==> config.mk <==
export PLATFORM = sky130hd
export DESIGN_NAME = data_unpack
export DESIGN_NICKNAME = d
export VERILOG_FILES = /design/src/rtl/data_unpack.sv
export SDC_FILE = /design/constraint.sdc
export NUM_CORES = 1
export LEC_CHECK = 0
export ABC_AREA = 1
export BUFFER_PORTS_ARGS = -buffer_cell sky130_fd_sc_hd__buf_4
export CAP_MARGIN = 20
export CORE_AREA = 2 2 143 145
export DETAILED_ROUTE_END_ITERATION = 8
export DIE_AREA = 0 0 145 147
export PLACE_DENSITY = 0.63
export SYNTH_ARGS = -nofsm -noshare
export SYNTH_HDL_FRONTEND = slang
export SYNTH_SLANG_ARGS = --single-unit
==> constraint.sdc <==
create_clock -name clk -period 8.5 [get_ports clk]
set_input_delay 0.425 -clock clk [delete_from_list [all_inputs] [get_ports clk]]
set_output_delay 0.425 -clock clk [all_outputs]
set_load 0.005 [all_outputs]
==> src/rtl/data_unpack.sv <==
// Unpacks 64-bit activation words into a stream of 16-bit lanes, MSB lane first.
// A 2-entry {last, word} FIFO lets the next RAM word land while the head drains.
module data_unpack #(
  parameter int unsigned DATA_W = 16,
  parameter int unsigned LANES  = 4,
  parameter int unsigned LANE_W = 2
) (
  input  logic                     clk,
  input  logic                     rst,
  input  logic [DATA_W*LANES-1:0]  in_data,
  input  logic                     in_valid,
  input  logic                     in_last,
  output logic                     in_ready,
  output logic [DATA_W-1:0]        out_data,
  output logic                     out_valid,
  input  logic                     out_ready,
  output logic [LANE_W-1:0]        out_lane,
  output logic                     out_last,
  output logic                     busy
);

  localparam int unsigned WORD_W = DATA_W * LANES;

  logic [1:0]        r_count;
  logic [LANE_W-1:0] r_lane;
  logic [WORD_W-1:0] r_word0;
  logic [WORD_W-1:0] r_word1;
  logic              r_last0;
  logic              r_last1;

  logic w_push;
  logic w_fire;
  logic w_lane_end;
  logic w_pop;

  assign w_push     = in_valid && in_ready;
  assign w_fire     = out_valid && out_ready;
  assign w_lane_end = (r_lane == LANE_W'(LANES - 1));
  assign w_pop      = w_fire && w_lane_end;

  always_ff @(posedge clk or posedge rst) begin
    if (rst) begin
      r_count <= 2'd0;
      r_lane  <= '0;
      r_word0 <= '0;
      r_word1 <= '0;
      r_last0 <= 1'b0;
      r_last1 <= 1'b0;
    end else begin
      if (w_fire) begin
        r_lane <= w_lane_end ? '0 : r_lane + 1'b1;
      end
      case ({w_push, w_pop})
        2'b10: begin
          if (r_count == 2'd0) begin
            r_word0 <= in_data;
            r_last0 <= in_last;
          end else begin
            r_word1 <= in_data;
            r_last1 <= in_last;
          end
          r_count <= r_count + 2'd1;
        end
        2'b01: begin
          r_word0 <= r_word1;
          r_last0 <= r_last1;
          r_count <= r_count - 2'd1;
        end
        // Push with pop only happens at count 1 (in_ready is low at 2): new word is the head.
        2'b11: begin
          r_word0 <= in_data;
          r_last0 <= in_last;
        end
        default: ;
      endcase
    end
  end

  always_comb begin
    out_data = '0;
    for (int i = 0; i < LANES; i++) begin
      if (r_lane == LANE_W'(i)) begin
        out_data = r_word0[WORD_W-1-DATA_W*i -: DATA_W];
      end
    end
  end

  assign in_ready  = (r_count < 2'd2);
  assign out_valid = (r_count != 2'd0);
  assign out_lane  = r_lane;
  assign out_last  = out_valid && r_last0 && w_lane_end;
  assign busy      = (r_count != 2'd0);

endmodule

==> results of run 1 <==
[how the worst max path moves through the flow]
stage | start | to | slack [ns] | cells after the start
6_report | out_lane[1] | r_word0[0] | 4.44 | 11
5_1_grt | out_lane[1] | r_word0[3] | 4.05 | 11
4_1_cts | out_lane[1] | r_word0[18] | 4.44 | 11
3_5_place_dp | out_lane[1] | r_word0[18] | 4.47 | 11
3_3_place_gp | out_lane[1] | r_word0[42] | 4.57 | 11
2_1_floorplan | rst | out_lane[0] | 4.49 | 1
[routing by layer]
metal | vias to the layer above | track usage, %
li1 | 3081 | -
met4 | 0 | 6.73
met3 | 26 | 3.82
met1 | 2905 | 24.5
met5 | - | 0
met2 | 129 | 30.1
[where the power goes]
group / leakage (nW) / internal, mW / switching, mW
combinational: 2.61 / 0.452 / 0.826
sequential: 1.66 / 0.947 / 0.176
clock: 0.270 / 0.428 / 0.258
[cell usage in the layout, fill, tap and decap left out, drive strengths merged]
master  instances
bufinv          1
a21oi          32
o21ai           2
clkinv          3
nand2         532
inv            27
buf            99
nand4           1
nand3         148
clkbuf         26
nor2            2
dfrtp         134
xor2            1
ha              7
[cell families (layout without fill, tap and decap cells)]
family | after synthesis | after routing
buf+inv | 96 | 156
xor+xnor | 1 | 1
fa+ha+maj | 7 | 7
flops | 134 | 134
compound gates | 34 | 34
simple gates | 683 | 683
[stage by stage]
step	worst slack, ns	instances	hold slack (ns)	instance area [µm²]
floorplan	4.49	955	0.442	6800
global placement	4.57	1253	0.453	7560
detailed placement	4.47	1254	0.458	7580
CTS	4.44	1284	0.229	8130
global route	4.05	1285	0.236	8150
finish	4.44	1285	0.218	8150
[state kept, by name, summed over array words and instances (netlist names)]
signal / cells
out_lane: 2
r_count: 2
r_last0: 1
r_last1: 1
r_word0: 64
r_word1: 64
[worst max-delay path: stages (launching register included)]
cell and delay [ns]:
dfrtp_1 0.41, ha_1 0.91, inv_1 0.20, nor2_1 0.21, inv_1 0.09, ha_2 0.21, o21ai_4 0.30, buf_4 0.85
nand2_2 0.06, buf_4 0.36, nand2_1 0.15, nand2_1 0.06
[cell type report]
| cell class | instances | area share [%] |
|---|---|---|
| well taps | 270 | 4.14 |
| repair buffers | 99 | 9.51 |
| flip-flops and latches | 134 | 41.1 |
| inverters | 27 | 1.27 |
| multi-input cells | 725 | 37.3 |
| clock inverters | 4 | 0.552 |
| clock buffers | 26 | 6.12 |
==> results.json, run 1 <==
{
  "drt-met1-wl_um": 8950,
  "gp_congestion": 0.781,
  "dpl.hpwl_um": 11900,
  "r2r_start": "out_lane[1]",
  "num-fill-cells": 2059,
  "ys_warn_count": 0,
  "worstSetupPathType": "flip-flop to flip-flop",
  "synth-main-ff-cell": "dfrtp_1",
  "die-area_um2": 21300,
  "avgSynthCellArea_um2": 7.12,
  "synth_edf_count": 0,
  "place.port_buffers": 90,
  "cts_sinks": 134,
  "max-vdd-ir-drop_v": 0.000176,
  "grt_overflow": 0,
  "run_status": "finished, final reports clean",
  "grt_pass1_vias": 6029,
  "cts_tree": "done",
  "slew_violations": 0,
  "worstSetupEndpointType": "flip-flop",
  "rows": 52,
  "rsz0062_at_grt": "false",
  "fin_tns_setup_ns": 0,
  "grt_usage_pct": 18.5,
  "top_layer_used": "met4",
  "ys_types": 15,
  "initial_core_util_pct": 34.2,
  "fin_crit_ns": 4.06,
  "max_freq_ghz": 0.246,
  "seq_area_frac_synth_pct": 49.3,
  "syn_nets": 1031,
  "synthArstFlopShare_pct": 100,
  "synth_area_leader_cell": "dfrtp_1",
  "synthAdderAreaFrac_pct": 1.29,
  "worstMarginPinSlew_ns": 1.09,
  "cts-root-buf": "clkbuf_16",
  "clockBufferDepth": 2,
  "clock_latency_ns": 0.42,
  "drt-pass1-iter-count": 5,
  "die_x_um": 145,
  "skew_ns": 0.00517,
  "htreeDepth": 4,
  "syn_inst": 955,
  "yosysMostFrequentCell": "nand2_1",
  "cp.required_ns": 8.81,
  "postCtsSetupBuffers": 0,
  "synth_xor_area_share_pct": 0.129,
  "layout-drive-gt1-share_pct": 13.0,
  "arrival_ns": 4.37,
  "leakage_nw": 4.54,
  "fp.coreArea_um2": 19800,
  "seqCellArea_um2": 3350,
  "synth_mux_area_share_pct": 0,
  "antenna_found_initial": 0,
  "wl_um": 18800,
  "rrSetupSlack_ns": 4.44,
  "utilization_pct": 41.1,
  "ios": 91,
  "fin_crit_sh_pct": 47.8,
  "synthTopCellsByCount": "532 x nand2_1, 148 x nand3_1, 134 x dfrtp_1, 37 x buf_2, 32 x a21oi_1",
  "cp_max_fo": 98,
  "via_per_inst": 4.78,
  "cts_buffers": 17,
  "synth-simple-area-share_pct": 40.5,
  "ys_ff_latch": 134,
  "fin_nets": 1080,
  "ff2ff_path_depth": 11,
  "power.density_nw_per_um2": 379,
  "route.met2.wl_um": 8730,
  "antenna_left": 0,
  "grt_pass1_wl_um": 31300,
  "cts_hold_buffers": 0,
  "finalSetupViolCount": 0,
  "grt_max_degree": 99,
  "synth_compound_area_share_pct": 2.56,
  "hold_viol_final": 0,
  "cts_resized": 0,
  "area_delta_synth_final_pct": 20.0,
  "total_power_mw": 3.09,
  "path_clk_slew_ns": 0.06,
  "slew_headroom_pct": 27.6,
  "fp.dieH_um": 147,
  "synth_top_family_by_area": "simple AND/OR/NAND/NOR gates",
  "diodes": 0,
  "syn_area_um2": 6800,
  "drt-initial-drc-count": 548,
  "synthDominantCellAreaShare_pct": 49.3,
  "wl_per_cell_um": 14.6,
  "multi_input_area_um2": 3040,
  "ys_top_cells_by_area": "dfrtp_1 49%, nand2_1 29%, nand3_1 11%",
  "drc_errors": 0,
  "holdCritPathClass": "input pin to asynchronous set/reset pin",
  "vias": 6141,
  "r2r_end": "r_word0[0]",
  "max_cap_violations": 0,
  "startpoint_type": "flip-flop",
  "dr_wl_met3_um": 651
}
Note: power is estimated with default switching activity, not from simulation.
==> inputs of run 2 (changes only) <==
- PLACE_DENSITY: 0.63 -> 0.65
- clock period: 8.5 -> 3.4 ns (I/O delays scaled with it)
==> run 2 against run 1 <==
Compared with the run above:
- hold slack worse by 0.20 ns
- register-to-register slack worse by 3.3 ns
- clock skew is 0.0037 ns higher
- clock power grew to 2.7 times the previous value
- setup slack worse by 3.6 ns
- global-route usage is 0.66 points higher
- critical endpoint is now out_data[13]
- largest cell class unchanged
==> results.json, run 2 (synthesized netlist as in run 1, its figures left out) <==
{
  "seqCellArea_um2": 3350,
  "total_power_mw": 7.91,
  "postCtsSetupBuffers": 0,
  "grt_pass1_vias": 6397,
  "hold_viol_final": 0,
  "max-vdd-ir-drop_v": 0.000379,
  "ios": 91,
  "vias": 6415,
  "cts_buffers": 17,
  "clock_latency_ns": 0.42,
  "place.port_buffers": 90,
  "skew_ns": 0.00892,
  "ff2ff_path_depth": 10,
  "worstMarginPinSlew_ns": 0.800,
  "slew_violations": 0,
  "place_ws_ns": 1.19,
  "max_cap_violations": 0,
  "min_path_cells": 3,
  "final_cell_mix": "530 x nand2_1, 148 x nand3_1, 134 x dfrtp_1",
  "rsz0062_at_grt": "false",
  "holdCritPathClass": "input pin to flip-flop",
  "area_delta_synth_final_pct": 31.2,
  "drt-initial-drc-count": 525,
  "wl_um": 19300,
  "fp.coreArea_um2": 19800,
  "cts-root-buf": "clkbuf_16",
  "initial_core_util_pct": 34.2,
  "slew_headroom_pct": 46.7,
  "max_freq_ghz": 0.391,
  "startpoint_type": "flip-flop",
  "rows": 52,
  "critPathSlowestCell": "ha_1",
  "fin_crit_ns": 2.56,
  "path_clk_slew_ns": 0.06,
  "grt_usage_pct": 19.1,
  "cts_hold_buffers": 62,
  "power.density_nw_per_um2": 887,
  "antenna_left": 0,
  "num-fill-cells": 2032,
  "fin_nets": 1151,
  "fin_tns_setup_ns": 0,
  "placed_area_um2": 7670,
  "cp_cell_sequence": "inv_1 -> ha_1 -> buf_4 -> a21oi_1 -> nand2_1 -> nand2_1 -> buf_4",
  "r2r_end": "r_word0[23]",
  "drt-pass1-iter-count": 5,
  "cts_sinks": 134,
  "dpl.hpwl_um": 12100,
  "fin_crit_sh_pct": 75.1,
  "fp.dieH_um": 147,
  "cp.buffers_inverters": 3,
  "worstSetupEndpointType": "primary output",
  "cp_max_fo": 21,
  "rrSetupSlack_ns": 1.17,
  "worstHoldEndpoint": "r_word1[46]",
  "layout-drive-gt1-share_pct": 13.4,
  "cts_tree": "done",
  "multi_input_area_um2": 3040,
  "grt_max_degree": 85,
  "fin_ws_ns": 0.845,
  "die-area_um2": 21300,
  "cp.required_ns": 3.23,
  "r2r_start": "out_lane[0]",
  "diodes": 0,
  "final_common_cell": "nand2_1",
  "drc_errors": 0,
  "htreeDepth": 4,
  "via_per_inst": 4.72,
  "min_from": "in_data[46]",
  "gp_congestion": 0.791,
  "die_x_um": 145,
  "leakage_nw": 4.86,
  "antenna_found_initial": 0,
  "wl_per_cell_um": 14.2,
  "grt_overflow": 0,
  "clockBufferDepth": 2,
  "finalSetupViolCount": 0,
  "critical-path-max-stage-delay_ns": 0.69,
  "fin_area_um2": 8920,
  "run_status": "finished, final reports clean",
  "worstSetupPathType": "flip-flop to primary output",
  "grt_pass1_wl_um": 32800,
  "reg_top3": "r_word0 (64), r_word1 (64)",
  "arrival_ns": 2.39,
  "crit_family": "adder cells",
  "cts_resized": 0
}
[run 2: changes by cell type in the layout (fill, tap and decap cells not counted), sizes merged]
cell,before,now
clkbuf,26,19
clkinv,3,8
buf,99,107
inv,27,26
clkinvlp,0,3
bufinv,1,3
dlygate4sd3,0,63
[run 2: worst max-delay path by stage]
stage,start,endpoint,slack (ns),depth (start not counted)
5_1_grt,out_lane[0],out_data[13],0.65,7
3_5_place_dp,out_lane[0],r_word0[36],1.19,9
3_3_place_gp,out_lane[0],r_word0[23],1.20,10
4_1_cts,out_lane[0],out_data[11],0.83,7
6_report,out_lane[0],out_data[13],0.84,7
2_1_floorplan,out_lane[0],r_word0[0],1.45,11
[run 2: layout make-up]
type	count	area share, %
Tap cell	270	3.79
Inverter	27	1.18
Timing Repair Buffer	170	16.6
Multi-Input combinational cell	725	34.1
Sequential cell	134	37.6
Clock inverter	13	1.75
Clock buffer	19	4.97
[run 2: where the power goes]
group | switching, mW | leakage [nW] | internal (mW)
Combinational | 2.04 | 2.91 | 1.19
Clock | 0.717 | 0.292 | 1.17
Sequential | 0.434 | 1.66 | 2.37
Total | 3.19 | 4.86 | 4.72
[run 2: worst reg2reg max path, cell delays in order, from the launching register on]
cell,delay (ns)
dfrtp_1,0.43
ha_1,0.24
inv_1,0.12
nor2_1,0.08
ha_2,0.19
inv_2,0.41
buf_4,0.33
nand2_1,0.08
nand2_1,0.06
nand3_1,0.13
nand2_1,0.11
[run 2: metal layers]
| metal | part of all wire [%] | up-vias | track usage, % |
|---|---|---|---|
| li1 | - | 3224 | - |
| met1 | 47 | 3033 | 26.1 |
| met2 | 48 | 139 | 31.3 |
| met3 | 3.8 | 19 | 3.54 |
| met4 | 1.6 | 0 | 5.64 |
| met5 | 0 | - | 0 |
[run 2: metrics by stage]
step                      util [%]  hold slack, ns  instances
final                         44.9          0.0157       1358
after global routing          44.9          0.0141       1358
after CTS                     44.8         0.00123       1356
after detailed placement      38.6           0.413       1262
after global placement        38.6           0.409       1262
after floorplan                  -           0.315        955
